<file path="src/rtl/rbf_kernel_arbiter.sv">
`default_nettype none
// ============================================================================
// Module      : rbf_kernel_arbiter
// Description : Round-robin arbiter sharing one ap_ctrl_hs pairwise_dist_sq_rbf
//               kernel between NUM_REQ requesters. Drives ap_start, returns
//               per-requester ready/done pulses, steers operand muxes through
//               grant_id, and keeps a watchdog plus per-transaction statistics.
// Revision    : 1.0 - initial release
// ============================================================================
module rbf_kernel_arbiter #(
  parameter int NUM_REQ        = 4,
  parameter int ID_W           = $clog2(NUM_REQ),
  parameter int TIMEOUT_CYCLES = 65535,
  parameter int CNT_W          = 32
) (
  input  logic               ap_clk,
  input  logic               ap_rst_n,
  input  logic [NUM_REQ-1:0] req_start,
  output logic [NUM_REQ-1:0] req_ready,
  output logic [NUM_REQ-1:0] req_done,
  output logic               krn_ap_start,
  input  logic               krn_ap_ready,
  input  logic               krn_ap_done,
  input  logic               krn_ap_idle,
  output logic               grant_valid,
  output logic [ID_W-1:0]    grant_id,
  output logic               timeout_err,
  output logic [CNT_W-1:0]   busy_cycles,
  output logic [CNT_W-1:0]   txn_count
);

  localparam int WD_W = 32;

  typedef enum logic [1:0] {
    ST_IDLE  = 2'd0,
    ST_START = 2'd1,
    ST_RUN   = 2'd2
  } state_t;

  state_t              state;
  state_t              state_nxt;

  logic [ID_W-1:0]     rr_ptr;
  logic [ID_W-1:0]     win_id;
  logic [ID_W-1:0]     scan_idx;
  logic                win_found;

  logic [WD_W-1:0]     wd_cnt;
  logic [CNT_W-1:0]    cyc_cnt;

  logic                active;
  logic                grant_fire;
  logic                ready_fire;
  logic                done_fire;
  logic                wd_fire;
  logic [NUM_REQ-1:0]  grant_oh;

  // Round-robin search: first requesting bit strictly after rr_ptr, with wrap.
  always_comb begin
    win_found = 1'b0;
    win_id    = '0;
    scan_idx  = '0;
    for (int i = 1; i <= NUM_REQ; i++) begin
      scan_idx = ID_W'((int'(rr_ptr) + i) % NUM_REQ);
      if (!win_found && req_start[scan_idx]) begin
        win_found = 1'b1;
        win_id    = scan_idx;
      end
    end
  end

  // Transaction events; a done in START only counts alongside the ready.
  always_comb begin
    active     = (state == ST_START) || (state == ST_RUN);
    grant_fire = (state == ST_IDLE) && win_found && krn_ap_idle;
    ready_fire = (state == ST_START) && krn_ap_ready;
    done_fire  = ((state == ST_RUN) && krn_ap_done) || (ready_fire && krn_ap_done);
    wd_fire    = (TIMEOUT_CYCLES != 0) && active && !done_fire &&
                 (wd_cnt == WD_W'(TIMEOUT_CYCLES));
  end

  // Handshake outputs: one-hot pulses steered to the current owner only.
  always_comb begin
    grant_oh     = {{(NUM_REQ-1){1'b0}}, 1'b1} << grant_id;
    req_ready    = ready_fire ? grant_oh : '0;
    req_done     = done_fire  ? grant_oh : '0;
    krn_ap_start = (state == ST_START);
    grant_valid  = (state != ST_IDLE);
  end

  // FSM state register.
  always_ff @(posedge ap_clk or negedge ap_rst_n) begin
    if (!ap_rst_n) begin
      state <= ST_IDLE;
    end else begin
      state <= state_nxt;
    end
  end

  // FSM next-state logic; the watchdog overrides normal progress.
  always_comb begin
    state_nxt = state;
    unique case (state)
      ST_IDLE: begin
        if (grant_fire) begin
          state_nxt = ST_START;
        end
      end
      ST_START: begin
        if (wd_fire) begin
          state_nxt = ST_IDLE;
        end else if (ready_fire) begin
          state_nxt = done_fire ? ST_IDLE : ST_RUN;
        end
      end
      ST_RUN: begin
        if (wd_fire || done_fire) begin
          state_nxt = ST_IDLE;
        end
      end
      default: state_nxt = ST_IDLE;
    endcase
  end

  // Grant ownership and round-robin pointer update on each new grant.
  always_ff @(posedge ap_clk or negedge ap_rst_n) begin
    if (!ap_rst_n) begin
      grant_id <= '0;
      rr_ptr   <= ID_W'(NUM_REQ - 1);
    end else if (grant_fire) begin
      grant_id <= win_id;
      rr_ptr   <= win_id;
    end
  end

  // Per-transaction cycle and watchdog counters; the grant cycle preloads 1 so
  // the first ap_start cycle is counted inclusively.
  always_ff @(posedge ap_clk or negedge ap_rst_n) begin
    if (!ap_rst_n) begin
      cyc_cnt <= '0;
      wd_cnt  <= '0;
    end else if (grant_fire) begin
      cyc_cnt <= CNT_W'(1);
      wd_cnt  <= WD_W'(1);
    end else if (active) begin
      cyc_cnt <= (cyc_cnt == {CNT_W{1'b1}}) ? cyc_cnt : cyc_cnt + 1'b1;
      wd_cnt  <= (wd_cnt == {WD_W{1'b1}}) ? wd_cnt : wd_cnt + 1'b1;
    end
  end

  // Completion statistics: latch transaction length and count completions.
  always_ff @(posedge ap_clk or negedge ap_rst_n) begin
    if (!ap_rst_n) begin
      busy_cycles <= '0;
      txn_count   <= '0;
    end else if (done_fire) begin
      busy_cycles <= cyc_cnt;
      txn_count   <= txn_count + 1'b1;
    end
  end

  // Sticky watchdog flag, cleared only by reset.
  always_ff @(posedge ap_clk or negedge ap_rst_n) begin
    if (!ap_rst_n) begin
      timeout_err <= 1'b0;
    end else if (wd_fire) begin
      timeout_err <= 1'b1;
    end
  end

endmodule
`default_nettype wire

</file>
<file path="config.mk">
export PLATFORM = sky130hd
export DESIGN_NAME = rbf_kernel_arbiter
export DESIGN_NICKNAME = d
export VERILOG_FILES = /design/src/rtl/rbf_kernel_arbiter.sv
export SDC_FILE = /design/constraint.sdc
export NUM_CORES = 1
export LEC_CHECK = 0
export CORE_MARGIN = 8
export CORE_UTILIZATION = 45
export DETAILED_ROUTE_END_ITERATION = 10
export GPL_TIMING_DRIVEN = 0
export PLACE_DENSITY = 0.67
export SKIP_CTS_REPAIR_TIMING = 1
export SYNTH_ARGS = -nofsm -noshare
export SYNTH_HDL_FRONTEND = slang
export SYNTH_SLANG_ARGS = --single-unit
</file>
<file path="constraint.sdc">
create_clock -name ap_clk -period 4.3 [get_ports ap_clk]
set_input_delay 0.86 -clock ap_clk [delete_from_list [all_inputs] [get_ports ap_clk]]
set_output_delay 0.86 -clock ap_clk [all_outputs]
set_load 0.005 [all_outputs]
</file>
=== Word-level counts from Yosys, hierarchy flattened ===
Cells that the tools add are included.

* Register bits after elaboration: 135
* Input port bits: 9
* Output and inout port bits: 77
* Logic and storage cells: 83

* Add/subtract/negate cells: 7
* $lt $le $gt $ge: 4
* Eq/ne operators: 10
* Shift operators: 1
* Muxes and demuxes: 30
* Reductions and logical operators: 23

{| class="wikitable"
|+ Operators with widths
! kind !! count
|-
| $mux W32 || 6
|-
| $add A32 B1 Y32 const B || 3
|-
| $eq A32 B32 Y1 const B || 2
|-
| $eq A32 B16 Y1 const B || 1
|-
| $mux W2 || 9
|-
| $lt A2 B3 Y1 const B || 4
|-
| $logic_and A1 B1 Y1 || 10
|-
| $bmux W1 S2 || 4
|-
| $mux W1 || 8
|-
| $mux W4 || 2
|-
| $ne A2 B2 Y1 const B || 3
|-
| $pmux W2 S3 || 1
|-
| $add A2 B1 Y2 const B || 2
|-
| $add A2 B2 Y2 const B || 2
|-
| $logic_not A1 Y1 || 4
|-
| $reduce_and A2 Y1 || 2
|-
| $reduce_bool A2 Y1 || 2
|-
| $shl A1 B2 Y4 const A || 1
|-
| $logic_or A1 B1 Y1 || 3
|-
| $ne A3 B1 Y1 const B || 1
|-
| $reduce_and A3 Y1 || 1
|-
| $eq A2 B1 Y1 const B || 1
|-
| $eq A2 B2 Y1 const B || 1
|-
| $logic_not A2 Y1 || 1
|-
| $ne A2 B1 Y1 const B || 1
|}

=== Longest topological paths before layout ===
Gate-level depths: netlist of the first run.

* Depth after elaboration: 17
* Gate-level depth with buffers: 9
* Mapped depth without buffers: 7

=== Least setup slack after synthesis of the first run ===
Ideal clock, no wire load.

* Path kind: input-to-output
* Start point: input krn_ap_ready
* End point: output req_done[1]
* Data arrival time: 1769 ps
* Required time: 3440 ps
* Slack: 1671 ps
* Stages on the path: 5
* Buffers on the path: 2
* Cell sequence: a21oi_1 > nand2b_1 > clkbuf_1 > clkbuf_1 > nor2_1

* Cells in the longest elaborated chain, start to end: 4

{| class="wikitable"
|+ RTL lines
! item !! line !! RTL
|-
| start, declared || 22 || <nowiki>input logic krn_ap_ready,</nowiki>
|-
| $logic_and A1 B1 Y1 || 76 || <nowiki>ready_fire = (state == ST_START) && krn_ap_ready;</nowiki>
|-
| $logic_and A1 B1 Y1 || 77 || <nowiki>done_fire = ((state == ST_RUN) && krn_ap_done) || (ready_fire && krn_ap_done);</nowiki>
|-
| $logic_or A1 B1 Y1 || 77 ||
|-
| $mux W4 || 86 || <nowiki>req_done = done_fire ? grant_oh : '0;</nowiki>
|-
| end, declared || 20 || <nowiki>output logic [NUM_REQ-1:0] req_done,</nowiki>
|}

Every way passes these cells.

=== Final worst setup path of the first run ===
* Start point: input krn_ap_ready
* End point: output req_done[2]

The elaborated chain is that of the path after synthesis.

==> results.md, run 1 <==
Setup path:
- The worst-case register-to-register setup slack is 1.67 ns.
- The worst register-to-register path begins at state[0]$_DFFE_PN0P_.
- The worst stage delay on the critical path is about 0.47 ns.
- The largest driver fanout on the critical path is 10.
- Walking the worst path, the cells encountered are clkdlybuf4s50_1 > a21oi_1 > nand2b_1 > clkbuf_1 > clkbuf_1 > nor2_1 > clkdlybuf4s50_1.
- The element type at the critical path end is an output pin.
- The worst setup path is launched from an input port.
- The class of the most critical setup path is in2out.
- The destination of the worst register-to-register timing path is wd_cnt[22]$_DFFE_PN0P_.
- The slowest stage of the critical path belongs to the cell sky130_fd_sc_hd__clkdlybuf4s50_1.
- The number of cells on the worst reg-to-reg path is 8.
- STA puts the critical path data required time at 3.44 ns.
- At the worst endpoint, the arrival time is between 3 and 4 ns.

Placed design:
- The final weighted congestion of routability-driven global placement is a little under 0.8.
- Timing analysis after detailed placement gives a worst setup slack of around 0.24 ns.
- The post-detailed-placement half-perimeter wirelength is between 10000 and 15000 um.
- Port buffering added 85 buffers.

Synthesis:
- In this run, synthesis produced a sequential element count of 135.
- The share of flip-flops with an asynchronous set or reset is between 90% and 100%.
- Sequential cells were found to cover roughly half of the synthesized design area.
- Each instance of the synthesized netlist takes up on average a little over 9 um2.
- For this run, the leading register cell type out of synthesis is sky130_fd_sc_hd__dfrtp_1.
- The cell count after synthesis is slightly above 700.
- The number of warnings reported in the yosys synthesis log is 0.
- The number of nets handed over by synthesis was 725.
- The synthesized netlist contains 56 unique library cells.
- The number of synthesized flops with an enable pin is 0.
- The cell area after synthesis is approximately 6600 um2.

Finish:
- The final layout net count is just over 800.
- The combined area of the multi-input logic cells is just over 3000 um2.
- Fill cells in the final layout number roughly 1300.
- The number of diodes is 0.
- The post-route netlist has around 6.5% of its cells at a drive strength greater than 1.
- The relative area change from synthesis to final layout is 26.9%.
- The area taken by flip-flops and latches is about 3400 um2.

Timing:
- Setup repair after global routing left no endpoint under its margin.
- Of the available clock period, the critical path in the final layout requires between 90% and 100%.
- The least setup slack across all paths after layout is 0.280 ns.
- The number of endpoints with negative hold slack in the final report is 0.
- The transition time at the pin with the least slew margin is just over 0.7 ns.
- The total setup violations reported at the end of the flow is 0.
- The relative slew slack is 51.2%.
- The number of max-slew violations in the final report was 0.
- The routed design could run at a clock period as short as between 4 and 5 ns.
- The post-route clock skew is 0.00814 ns.
- The achievable clock frequency is about 0.25 GHz.
- The total negative slack for setup checks is 0 ns.
- Final hold analysis gives a worst-case slack of approximately 0.41 ns.

Clock tree:
- The tree is rooted in a sky130_fd_sc_hd__clkbuf_16.
- The depth of the CTS H-tree is 4.
- The clock drives ~140 sinks.
- TritonCTS built the clock tree.
- After clock tree synthesis, the clock-pin slew on the worst setup and hold paths is 0.05 ns.
- No sink is reached through more buffers than the 2 on the longest clock path.
- The clock reaches the later pin of the worst-skew pair after 0.42 ns.
- The number of buffers added by the clock tree synthesis step is 17.

Power:
- The combinational share of power is 18.8%.
- The share of total power dissipated in the clock network is 42.2%.
- The cell-internal power is ~0.0028 W.
- IR analysis of the VDD net gives a maximum drop of about 0.27 mV.
- For this design the ratio of total power to cell area is 464 nW/um2.
- The analysis attributes to net switching a power of approximately 0.0011 W.
- Of the total power, the share spent switching nets is about 28%.
- The static power due to leakage is ~3.6 nW.
- The sequential share of power is between 30% and 40%.

Detailed routing:
- The number of DRC violations after detailed routing is 0.
- After detailed routing, the number of vias per cell comes to 5.60.
- The DRC marker count from the first detailed-route iteration is around 470.
- The number of detailed-routing iterations run before antenna repair is 6.
- The average wire length per cell after detail routing is ~16 um.
- The number of antenna-violating nets in the routed design is 0.
- The routed layout has around 5700 vias.
- For this block, the routed nets add up to ~16000 um of wire.

GRT:
- The via count of the first global-routing pass is about 5500.
- The first global-routing pass estimated around 27000 um of wire.
- The global-route usage over all layers is 18.0%.
- The total congestion overflow after global routing is 0.
- The largest net degree at the start of global routing is 76.
- The number of antenna violations at the first check in global routing is 0.

Floorplanning:
- The effective utilization at floorplan is between 40% and 50%.
- The total core area is about 14000 um2.
- Measured along the y axis, the die boundary spans 137 um.
- The horizontal extent of the die is ~140 um.
- The die area is 18800 um2.
- The number of placed I/O pins is 86.
- Row generation in the floorplan step produced 44 rows.

Job:
- Across the run, the number of max-cap violations was 0.

Outcome:
- The flow ran to the end, and the final reports show no timing, DRC or antenna violations.

Hold path:
- The type of the worst min-delay path is in2async.
==> kinds of logic (layout without fill, tap and decap cells) <==
logic type,after synthesis,after routing,synth area share (%)
AOI/OAI and AO/OA,129,129,11.6
xor gates and xnor gates,40,40,5.30
adders and majority gates,7,7,1.33
buffers and inverters,39,157,2.44
DFF,135,135,51.2
muxes,3,3,0.473
and+or+nand+nor,356,356,27.7
==> layout make-up <==
cell class / instances / share of cell area, %
Multi-Input combinational cell: 535 / 36.6
Clock inverter: 12 / 2.66
Clock buffer: 20 / 5.33
Buffer: 24 / 1.25
Tap cell: 184 / 2.75
Inverter: 15 / 0.671
Sequential cell: 135 / 40.3
Timing Repair Buffer: 86 / 10.5
==> layer usage <==
metal | vias to the layer above | track usage (%) | wire length (um)
li1 | 2754 | - | -
met1 | 2738 | 23.6 | 7330
met2 | 144 | 28.3 | 7680
met3 | 23 | 4.52 | 945
met4 | 0 | 6.28 | 278
met5 | - | 0 | 0
==> stage by stage <==
stage / util, % / power (W) / cells / instance area [um2]
floorplan: - / 0.00191 / 709 / 6610
global placement: 53.3 / 0.00224 / 978 / 7690
detailed placement: 53.5 / 0.00228 / 979 / 7720
CTS: 58.1 / 0.00393 / 1011 / 8390
global route: 58.1 / 0.00409 / 1011 / 8390
finish: 58.1 / 0.00389 / 1011 / 8390
==> power by group through the flow <==
stage | Sequential, W | Combinational [W] | Clock [W]
3_3_place_gp | 0.00152 | 0.000718 | 0
6_report | 0.00151 | 0.000732 | 0.00164
4_1_cts | 0.00151 | 0.000749 | 0.00167
3_5_place_dp | 0.00153 | 0.000747 | 0
5_1_grt | 0.00153 | 0.000827 | 0.00173
2_1_floorplan | 0.00150 | 0.000407 | 0
==> cells in the final DEF, fill, tap and decap left out, types with 3 or more instances in the layout <==
master,instances
sky130_fd_sc_hd__a21oi_1,49
sky130_fd_sc_hd__a31oi_1,3
sky130_fd_sc_hd__and2_1,4
sky130_fd_sc_hd__and3_1,15
sky130_fd_sc_hd__and4_1,12
sky130_fd_sc_hd__bufinv_16,6
sky130_fd_sc_hd__clkbuf_1,21
sky130_fd_sc_hd__clkbuf_16,17
sky130_fd_sc_hd__clkdlybuf4s50_1,84
sky130_fd_sc_hd__dfrtp_1,133
sky130_fd_sc_hd__ha_1,7
sky130_fd_sc_hd__inv_1,15
sky130_fd_sc_hd__nand2_1,140
sky130_fd_sc_hd__nand2b_1,3
sky130_fd_sc_hd__nand3_1,33
sky130_fd_sc_hd__nand4_1,29
sky130_fd_sc_hd__nor2_1,36
sky130_fd_sc_hd__nor3_1,17
sky130_fd_sc_hd__nor4_1,7
sky130_fd_sc_hd__o211ai_1,3
sky130_fd_sc_hd__o21a_1,3
sky130_fd_sc_hd__o21ai_0,41
sky130_fd_sc_hd__o31ai_1,10
sky130_fd_sc_hd__o41ai_1,3
sky130_fd_sc_hd__or2_2,3
sky130_fd_sc_hd__or3_1,37
sky130_fd_sc_hd__or4_1,9
sky130_fd_sc_hd__xnor2_1,25
sky130_fd_sc_hd__xor2_1,15
==> synthesized netlist by cell type, types with 17 or more instances <==
cell | number | share of area, %
sky130_fd_sc_hd__o21ai_0 | 41 | 3.1
sky130_fd_sc_hd__nor3_1 | 17 | 1.3
sky130_fd_sc_hd__nor2_1 | 36 | 2.0
sky130_fd_sc_hd__a21oi_1 | 49 | 3.7
sky130_fd_sc_hd__nand3_1 | 33 | 2.5
sky130_fd_sc_hd__nand4_1 | 29 | 2.7
sky130_fd_sc_hd__or3_1 | 37 | 3.5
sky130_fd_sc_hd__xnor2_1 | 25 | 3.3
sky130_fd_sc_hd__clkbuf_1 | 19 | 1.1
sky130_fd_sc_hd__dfrtp_1 | 133 | 50
sky130_fd_sc_hd__nand2_1 | 140 | 8.0
==> worst max path at each step <==
stage                 start  cells past startpoint                endpoint  slack [ns]
6_report       krn_ap_ready                      7             req_done[2]        0.28
5_1_grt        krn_ap_ready                      7             req_done[2]        0.05
4_1_cts        krn_ap_ready                      7             req_done[3]        0.23
3_5_place_dp   krn_ap_ready                      7             req_done[3]        0.24
3_3_place_gp       ap_rst_n                      1  wd_cnt[19]$_DFFE_PN0P_       -2.94
2_1_floorplan  krn_ap_ready                      5             req_done[1]        1.67
==> sequential cells by signal, summed over array words and instances, names as in the netlist <==
name / cells
timeout_err: 1
wd_cnt: 32
busy_cycles: 32
rr_ptr: 2
txn_count: 32
state: 2
grant_id: 2
cyc_cnt: 32
==> worst max-delay path, delay by kind of cell <==
| kind | cells | cell delay, ns |
|---|---|---|
| AND/OR/NAND/NOR | 2 | 0.23 |
| buffers and inverters | 4 | 1.80 |
| AO/OA/AOI/OAI | 1 | 0.25 |
Power figures use the tool's default switching activity.
==> run 2, diff against run 1 <==
- CORE_MARGIN: 8 -> default
==> results.md, run 2 (same netlist as run 1, synthesis figures left out) <==
Floorplanning:
- The die span in y is 123 um (was 137 um).
- The effective utilization at floorplan was 46.9% (was 45.8%).
- The number of rows created at floorplan is 43 (was 44).
- The horizontal extent of the die came to 123 um (was 137 um).
- The die area was 15200 um2 (was 18800 um2).
- The total core area is 14100 um2 (was 14400 um2).
- The number of placed I/O pins was 86 (unchanged).

Timing:
- The post-route clock skew is 0.00764 ns (was 0.00814 ns).
- The final worst hold slack is 0.338 ns (was 0.412 ns).
- The least setup slack across all paths after layout is 0.353 ns (was 0.280 ns).
- The final critical delay including setup and external delays is 3.95 ns (was 4.02 ns).
- The transition time at the pin with the least slew margin is 0.772 ns (was 0.725 ns).
- The number of endpoints with negative hold slack in the final report is 0 (unchanged).
- The relative slew slack is 48.0% (was 51.2%).
- The achievable clock frequency is 0.253 GHz (was 0.249 GHz).
- Setup repair after global routing missed its margin: no (unchanged).
- The final worst-path cycle share came to 91.8% (was 93.5%).
- The total negative slack for setup checks was 0 ns (unchanged).
- The total setup violations reported at the end of the flow is 0 (unchanged).
- The number of max-slew violations in the final report is 0 (unchanged).

Setup path:
- The total number of cells along the worst setup path is 7 (unchanged).
- The slowest cell on the critical path was sky130_fd_sc_hd__clkdlybuf4s50_1 (unchanged).
- The worst stage delay on the critical path is 0.47 ns (about the same).
- The sum of buffers and inverters on the critical path was 4 (unchanged).
- The destination of the worst register-to-register timing path is wd_cnt[26]$_DFFE_PN0P_ (was wd_cnt[22]$_DFFE_PN0P_).
- The required time of the worst setup path was 3.44 ns (about the same).
- The category of the worst setup path launch point is an input port (unchanged).
- The worst-case register-to-register setup slack is 1.61 ns (was 1.67 ns).
- The arrival time at the worst endpoint was 3.09 ns (was 3.16 ns).
- The start point of the critical path is krn_ap_ready (unchanged).
- The largest driver fanout on the critical path is 10 (unchanged).
- The class of the most critical setup path is in2out (unchanged).
- The launch point of the worst reg-to-reg path is state[1]$_DFFE_PN0P_ (was state[0]$_DFFE_PN0P_).
- The cell count of the worst reg-to-reg path is 8 (unchanged).
- The element type at the critical path end is an output pin (unchanged).
- The cell type group with the largest total delay on the critical path was buffers and inverters (unchanged).
- List of cells traversed by the critical path: clkdlybuf4s50_1 > a21oi_1 > nand2b_1 > clkbuf_1 > clkbuf_1 > nor2_1 > clkdlybuf4s50_1 (unchanged).
- The destination of the critical timing path is req_done[3] (was req_done[2]).

Detailed routing:
- The sum of routed wire length over all layers is 15800 um (was 16200 um).
- The detailed-route vias per instance is 5.60 (about the same).
- The number of DRC violations after detailed routing came to 0 (unchanged).
- The number of antenna-violating nets in the routed design is 0 (unchanged).
- The DRC marker count from the first detailed-route iteration is 432 (was 467).
- The number of detailed-routing iterations run before antenna repair came to 4 (was 6).
- The average wire length per cell after detail routing is 15.7 um (was 16.0 um).
- The total number of vias came to 5636 (was 5659).

Clock tree:
- The number of buffers added by the clock tree synthesis step is 17 (unchanged).
- The number of clock sinks was 135 (unchanged).
- The buffer cell driving the clock tree root is sky130_fd_sc_hd__clkbuf_16 (unchanged).
- The maximum clock path buffer count is 2 (unchanged).
- The depth of the CTS H-tree is 4 (unchanged).
- The clock tree from TritonCTS is built (unchanged).
- The latest clock arrival within the worst-skew pair is 0.42 ns (about the same).
- The clock-pin transition on the worst setup and hold timing paths is 0.05 ns (about the same).

Power:
- The largest voltage drop on the vdd net is 0.289 mV (was 0.271 mV).
- The power per cell area is 440 nW/um2 (was 464 nW/um2).
- The static power due to leakage is 3.61 nW (was 3.64 nW).
- The overall power is 0.00364 W (was 0.00389 W).

Placed design:
- The total of buffers placed on input and output ports is 85 (unchanged).
- The final weighted congestion of routability-driven global placement was 0.848 (was 0.794).
- The post-detailed-placement half-perimeter wirelength is 11200 um (was 11600 um).
- The setup slack at placement came to 0.308 ns (was 0.244 ns).

Job:
- The number of max-cap violations is 0 (unchanged).

GRT:
- The global-route usage over all layers is 22.5% (was 18.0%).
- The number of antenna violations at the first check in global routing is 0 (unchanged).
- The first-pass GRT wire length is 26400 um (was 27100 um).
- The via count of the first global-routing pass is 5499 (was 5470).
- The total congestion overflow after global routing came to 0 (unchanged).
- The largest net degree at the start of global routing is 98 (was 76).

Finish:
- The most frequent standard cell in the layout excluding fill and tap cells is sky130_fd_sc_hd__nand2_1 (unchanged).
- The number of diodes is 0 (unchanged).
- The relative area change from synthesis to final layout is 25.4% (was 26.9%).
- The core utilization of the finished layout is 58.8% (was 58.1%).
- The share of final-layout standard cells stronger than drive strength 1 was 6.65% (was 6.53%).
- Commonest non-fill, non-tap cells in the layout: 140 x sky130_fd_sc_hd__nand2_1, 133 x sky130_fd_sc_hd__dfrtp_1, 84 x sky130_fd_sc_hd__clkdlybuf4s50_1 (unchanged).
- The final layout net count came to 830 (unchanged).

Hold path:
- The type of the worst min-delay path is in2async (unchanged).

Outcome:
- Result of the run: completed (unchanged).
-- run 2: power breakdown --
| part | internal (W) | total (W) | leakage, nW | switching, W |
|---|---|---|---|---|
| clock | 0.000864 | 0.00140 | 0.288 | 0.000536 |
| combinational | 0.000314 | 0.000741 | 1.49 | 0.000428 |
| sequential | 0.00139 | 0.00150 | 1.84 | 0.000115 |
-- run 2: worst register-to-register path: cells and delay by family, from the launching register on --
| family | cells | cell delay [ns] |
|---|---|---|
| fa+ha+maj | 1 | 0.32 |
| simple gates | 4 | 1.45 |
| buf+inv | 2 | 0.30 |
| flops | 1 | 0.37 |
| compound gates | 1 | 0.16 |
-- run 2: metrics by stage --
stage                     std cells  cell area (um2)
final                          1007             8280
after floorplan                 709             6610
after global placement          974             7680
after detailed placement        975             7710
after CTS                      1007             8280
after global routing           1007             8280
-- run 2: per-layer routing --
layer | vias to the layer above | track usage, % | routed length, um
met5 | - | 0 | 0
met4 | 0 | 9.04 | 238
met3 | 18 | 4.70 | 625
met2 | 104 | 35.3 | 7510
met1 | 2751 | 30.3 | 7460
li1 | 2763 | - | -
-- run 2: how the worst min path moves through the flow --
stage	from	end	cells past startpoint
finish	ap_rst_n	busy_cycles[18]$_DFFE_PN0P_	1
global route	ap_rst_n	busy_cycles[26]$_DFFE_PN0P_	1
CTS	ap_rst_n	cyc_cnt[27]$_DFFE_PN0P_	1
detailed placement	timeout_err$_DFFE_PN0P_	timeout_err$_DFFE_PN0P_	1
global placement	txn_count[31]$_DFFE_PN0P_	txn_count[31]$_DFFE_PN0P_	1
floorplan	wd_cnt[9]$_DFFE_PN0P_	wd_cnt[9]$_DFFE_PN0P_	1
-- run 2: area by class of cell --
cell class / instances / area (um2)
repair buffers: 86 / 880
clock inverters: 9 / 72.6
fillers: 1244 / 5810
multi-input cells: 535 / 3070
inverters: 15 / 56.3
clock buffers: 23 / 498
well taps: 180 / 225
flip-flops and latches: 135 / 3380
plain buffers: 24 / 105
==> run 3, diff against run 2 <==
- SLEW_MARGIN: default -> 40
==> results.md, run 3 (same netlist as run 1, synthesis figures left out) <==
Clock tree:
- The maximum clock path buffer count is 2 (unchanged).
- The number of buffers added by the clock tree synthesis step is 17 (unchanged).
- The buffer cell driving the clock tree root is sky130_fd_sc_hd__clkbuf_16 (unchanged).
- The clock tree from TritonCTS is built (unchanged).
- The depth of the CTS H-tree was 4 (unchanged).
- The number of clock sinks was 135 (unchanged).
- The clock-pin transition on the worst setup and hold timing paths was 0.05 ns (about the same).
- The latest clock arrival within the worst-skew pair is 0.42 ns (about the same).

Power:
- The net switching component of the power is 0.00107 W (was 0.00108 W).
- The largest voltage drop on the vdd net is 0.289 mV (about the same).
- The static power due to leakage is 3.62 nW (was 3.61 nW).
- The cell-internal power was 0.00253 W (was 0.00256 W).
- The sequential share of power is 41.7% (was 41.2%).
- The combinational share of power came to 20.5% (was 20.4%).
- The power per cell area is 434 nW/um2 (was 440 nW/um2).
- The fraction of power consumed by the clock network is 37.8% (was 38.4%).
- The switching fraction of total power is 29.6% (about the same).

Finish:
- The most frequent standard cell in the layout excluding fill and tap cells is sky130_fd_sc_hd__nand2_1 (unchanged).
- The share of final-layout standard cells stronger than drive strength 1 is 6.64% (was 6.65%).
- The number of diodes is 0 (unchanged).
- The number of inserted filler cells in the final layout is 1229 (was 1244).
- Commonest non-fill, non-tap cells in the layout: 140 x sky130_fd_sc_hd__nand2_1, 133 x sky130_fd_sc_hd__dfrtp_1, 84 x sky130_fd_sc_hd__clkdlybuf4s50_1 (unchanged).
- The core utilization of the finished layout is 58.8% (about the same).
- The relative area change from synthesis to final layout is 25.5% (was 25.4%).
- The final layout net count is 831 (was 830).

Placed design:
- The total of buffers placed on input and output ports is 85 (unchanged).
- The setup slack at placement is 0.338 ns (was 0.308 ns).
- The post-detailed-placement half-perimeter wirelength was 11300 um (was 11200 um).
- The final weighted congestion of routability-driven global placement was 0.848 (unchanged).

Timing:
- The final critical delay including setup and external delays is 3.91 ns (was 3.95 ns).
- The post-route clock skew is 0.00845 ns (was 0.00764 ns).
- The final worst-path cycle share came to 90.9% (was 91.8%).
- The number of endpoints with negative hold slack in the final report is 0 (unchanged).
- The transition time at the pin with the least slew margin is 0.763 ns (was 0.772 ns).
- The final worst hold slack is 0.297 ns (was 0.338 ns).
- The relative slew slack was 48.7% (was 48.0%).
- The achievable clock frequency is 0.256 GHz (was 0.253 GHz).
- The total setup violations reported at the end of the flow was 0 (unchanged).
- The number of max-slew violations in the final report is 0 (unchanged).
- Setup repair after global routing missed its margin: no (unchanged).
- The least setup slack across all paths after layout came to 0.390 ns (was 0.353 ns).

Floorplanning:
- The die span in y was 123 um (unchanged).
- The horizontal extent of the die is 123 um (unchanged).
- The total core area is 14100 um2 (unchanged).
- The number of placed I/O pins is 86 (unchanged).
- The die area came to 15200 um2 (unchanged).
- The effective utilization at floorplan is 46.9% (unchanged).
- The number of rows created at floorplan was 43 (unchanged).

GRT:
- The total congestion overflow after global routing is 0 (unchanged).
- The global-route usage over all layers is 22.6% (was 22.5%).
- The largest net degree at the start of global routing is 62 (was 98).
- The first-pass GRT wire length is 26500 um (was 26400 um).
- The number of antenna violations at the first check in global routing is 0 (unchanged).
- The via count of the first global-routing pass is 5522 (was 5499).

Setup path:
- The largest driver fanout on the critical path is 10 (unchanged).
- The required time of the worst setup path is 3.44 ns (about the same).
- The cell count of the worst reg-to-reg path is 8 (unchanged).
- The worst stage delay on the critical path is 0.47 ns (about the same).
- The element type at the critical path end was an output pin (unchanged).
- The arrival time at the worst endpoint is 3.05 ns (was 3.09 ns).
- The start point of the critical path is krn_ap_ready (unchanged).
- The class of the most critical setup path is in2out (unchanged).
- The cell type group with the largest total delay on the critical path is buffers and inverters (unchanged).
- The slowest cell on the critical path is sky130_fd_sc_hd__clkdlybuf4s50_1 (unchanged).
- The launch point of the worst reg-to-reg path is state[0]$_DFFE_PN0P_ (was state[1]$_DFFE_PN0P_).
- The category of the worst setup path launch point is an input port (unchanged).
- The total number of cells along the worst setup path is 7 (unchanged).
- List of cells traversed by the critical path: clkdlybuf4s50_1 > a21oi_1 > nand2b_1 > clkbuf_1 > clkbuf_1 > nor2_1 > clkdlybuf4s50_1 (unchanged).
- The sum of buffers and inverters on the critical path is 4 (unchanged).

Detailed routing:
- The number of detailed-routing iterations run before antenna repair was 5 (was 4).
- The total number of vias came to 5696 (was 5636).
- The average wire length per cell after detail routing is 15.8 um (was 15.7 um).
- The sum of routed wire length over all layers is 16000 um (was 15800 um).
- The number of DRC violations after detailed routing was 0 (unchanged).
- The number of antenna-violating nets in the routed design came to 0 (unchanged).
- The DRC marker count from the first detailed-route iteration is 407 (was 432).
- The detailed-route vias per instance is 5.65 (was 5.60).

Hold path:
- The type of the worst min-delay path is in2async (unchanged).

Job:
- The number of max-cap violations was 0 (unchanged).

Outcome:
- Result of the run: completed (unchanged).
-- run 3: changes by cell type in the layout (fill, tap and decap cells not counted), sizes merged --
| cell | change |
|---|---|
| buf | +1 |
| clkinv | +1 |
| clkbuf | -1 |
-- run 3: worst paths after layout --
kind / endpoint / slack, ns
min in group ap_clk: busy_cycles[3]$_DFFE_PN0P_ / 0.47
hold / removal: busy_cycles[20]$_DFFE_PN0P_ / 0.30
hold reg to reg: busy_cycles[3]$_DFFE_PN0P_ / 0.47
max in group asynchronous: rr_ptr[1]$_DFFE_PN1N_ / 3.37
setup reg to reg: wd_cnt[26]$_DFFE_PN0P_ / 1.62
setup / recovery: req_done[3] / 0.39
-- run 3: worst reg2reg max path, delay by kind of cell, from the launching register on --
family / cells / cell delay (ns)
AOI/OAI and AO/OA: 1 / 0.15
adders and majority gates: 1 / 0.32
buffers and inverters: 2 / 0.30
DFF: 1 / 0.37
and+or+nand+nor: 4 / 1.44
-- run 3: through the flow --
step	TNS (ns)	total power, W	std cells	cell area (um2)
after floorplan	0	0.00191	709	6610
after global placement	-407.88	0.00223	974	7680
after detailed placement	0	0.00227	976	7740
after CTS	0	0.00364	1008	8300
after global routing	0	0.00380	1008	8300
final	0	0.00360	1008	8300
-- run 3: per-layer routing --
metal | vias to the layer above | GRT usage [%] | wire length (um)
met5 | - | 0 | 0
met4 | 0 | 10.5 | 335
met3 | 29 | 4.20 | 644
met2 | 145 | 35.9 | 7530
met1 | 2769 | 29.8 | 7460
li1 | 2753 | - | -
-- run 3: power by group through the flow --
stage	Combinational (W)	Sequential, W	Clock, W
after floorplan	0.000407	0.00150	0
after global placement	0.000719	0.00151	0
after detailed placement	0.000745	0.00152	0
after CTS	0.000749	0.00150	0.00139
after global routing	0.000831	0.00152	0.00144
final	0.000739	0.00150	0.00136
-- run 3: final cells by class --
| class | instances | area, um2 | share of cell area, % |
|---|---|---|---|
| Inverter | 15 | 56.3 | 0.679 |
| Clock buffer | 22 | 474 | 5.72 |
| Buffer | 24 | 105 | 1.27 |
| Multi-Input combinational cell | 535 | 3070 | 37.0 |
| Sequential cell | 135 | 3380 | 40.8 |
| Tap cell | 180 | 225 | 2.71 |
| Timing Repair Buffer | 87 | 911 | 11.0 |
| Clock inverter | 10 | 77.6 | 0.935 |
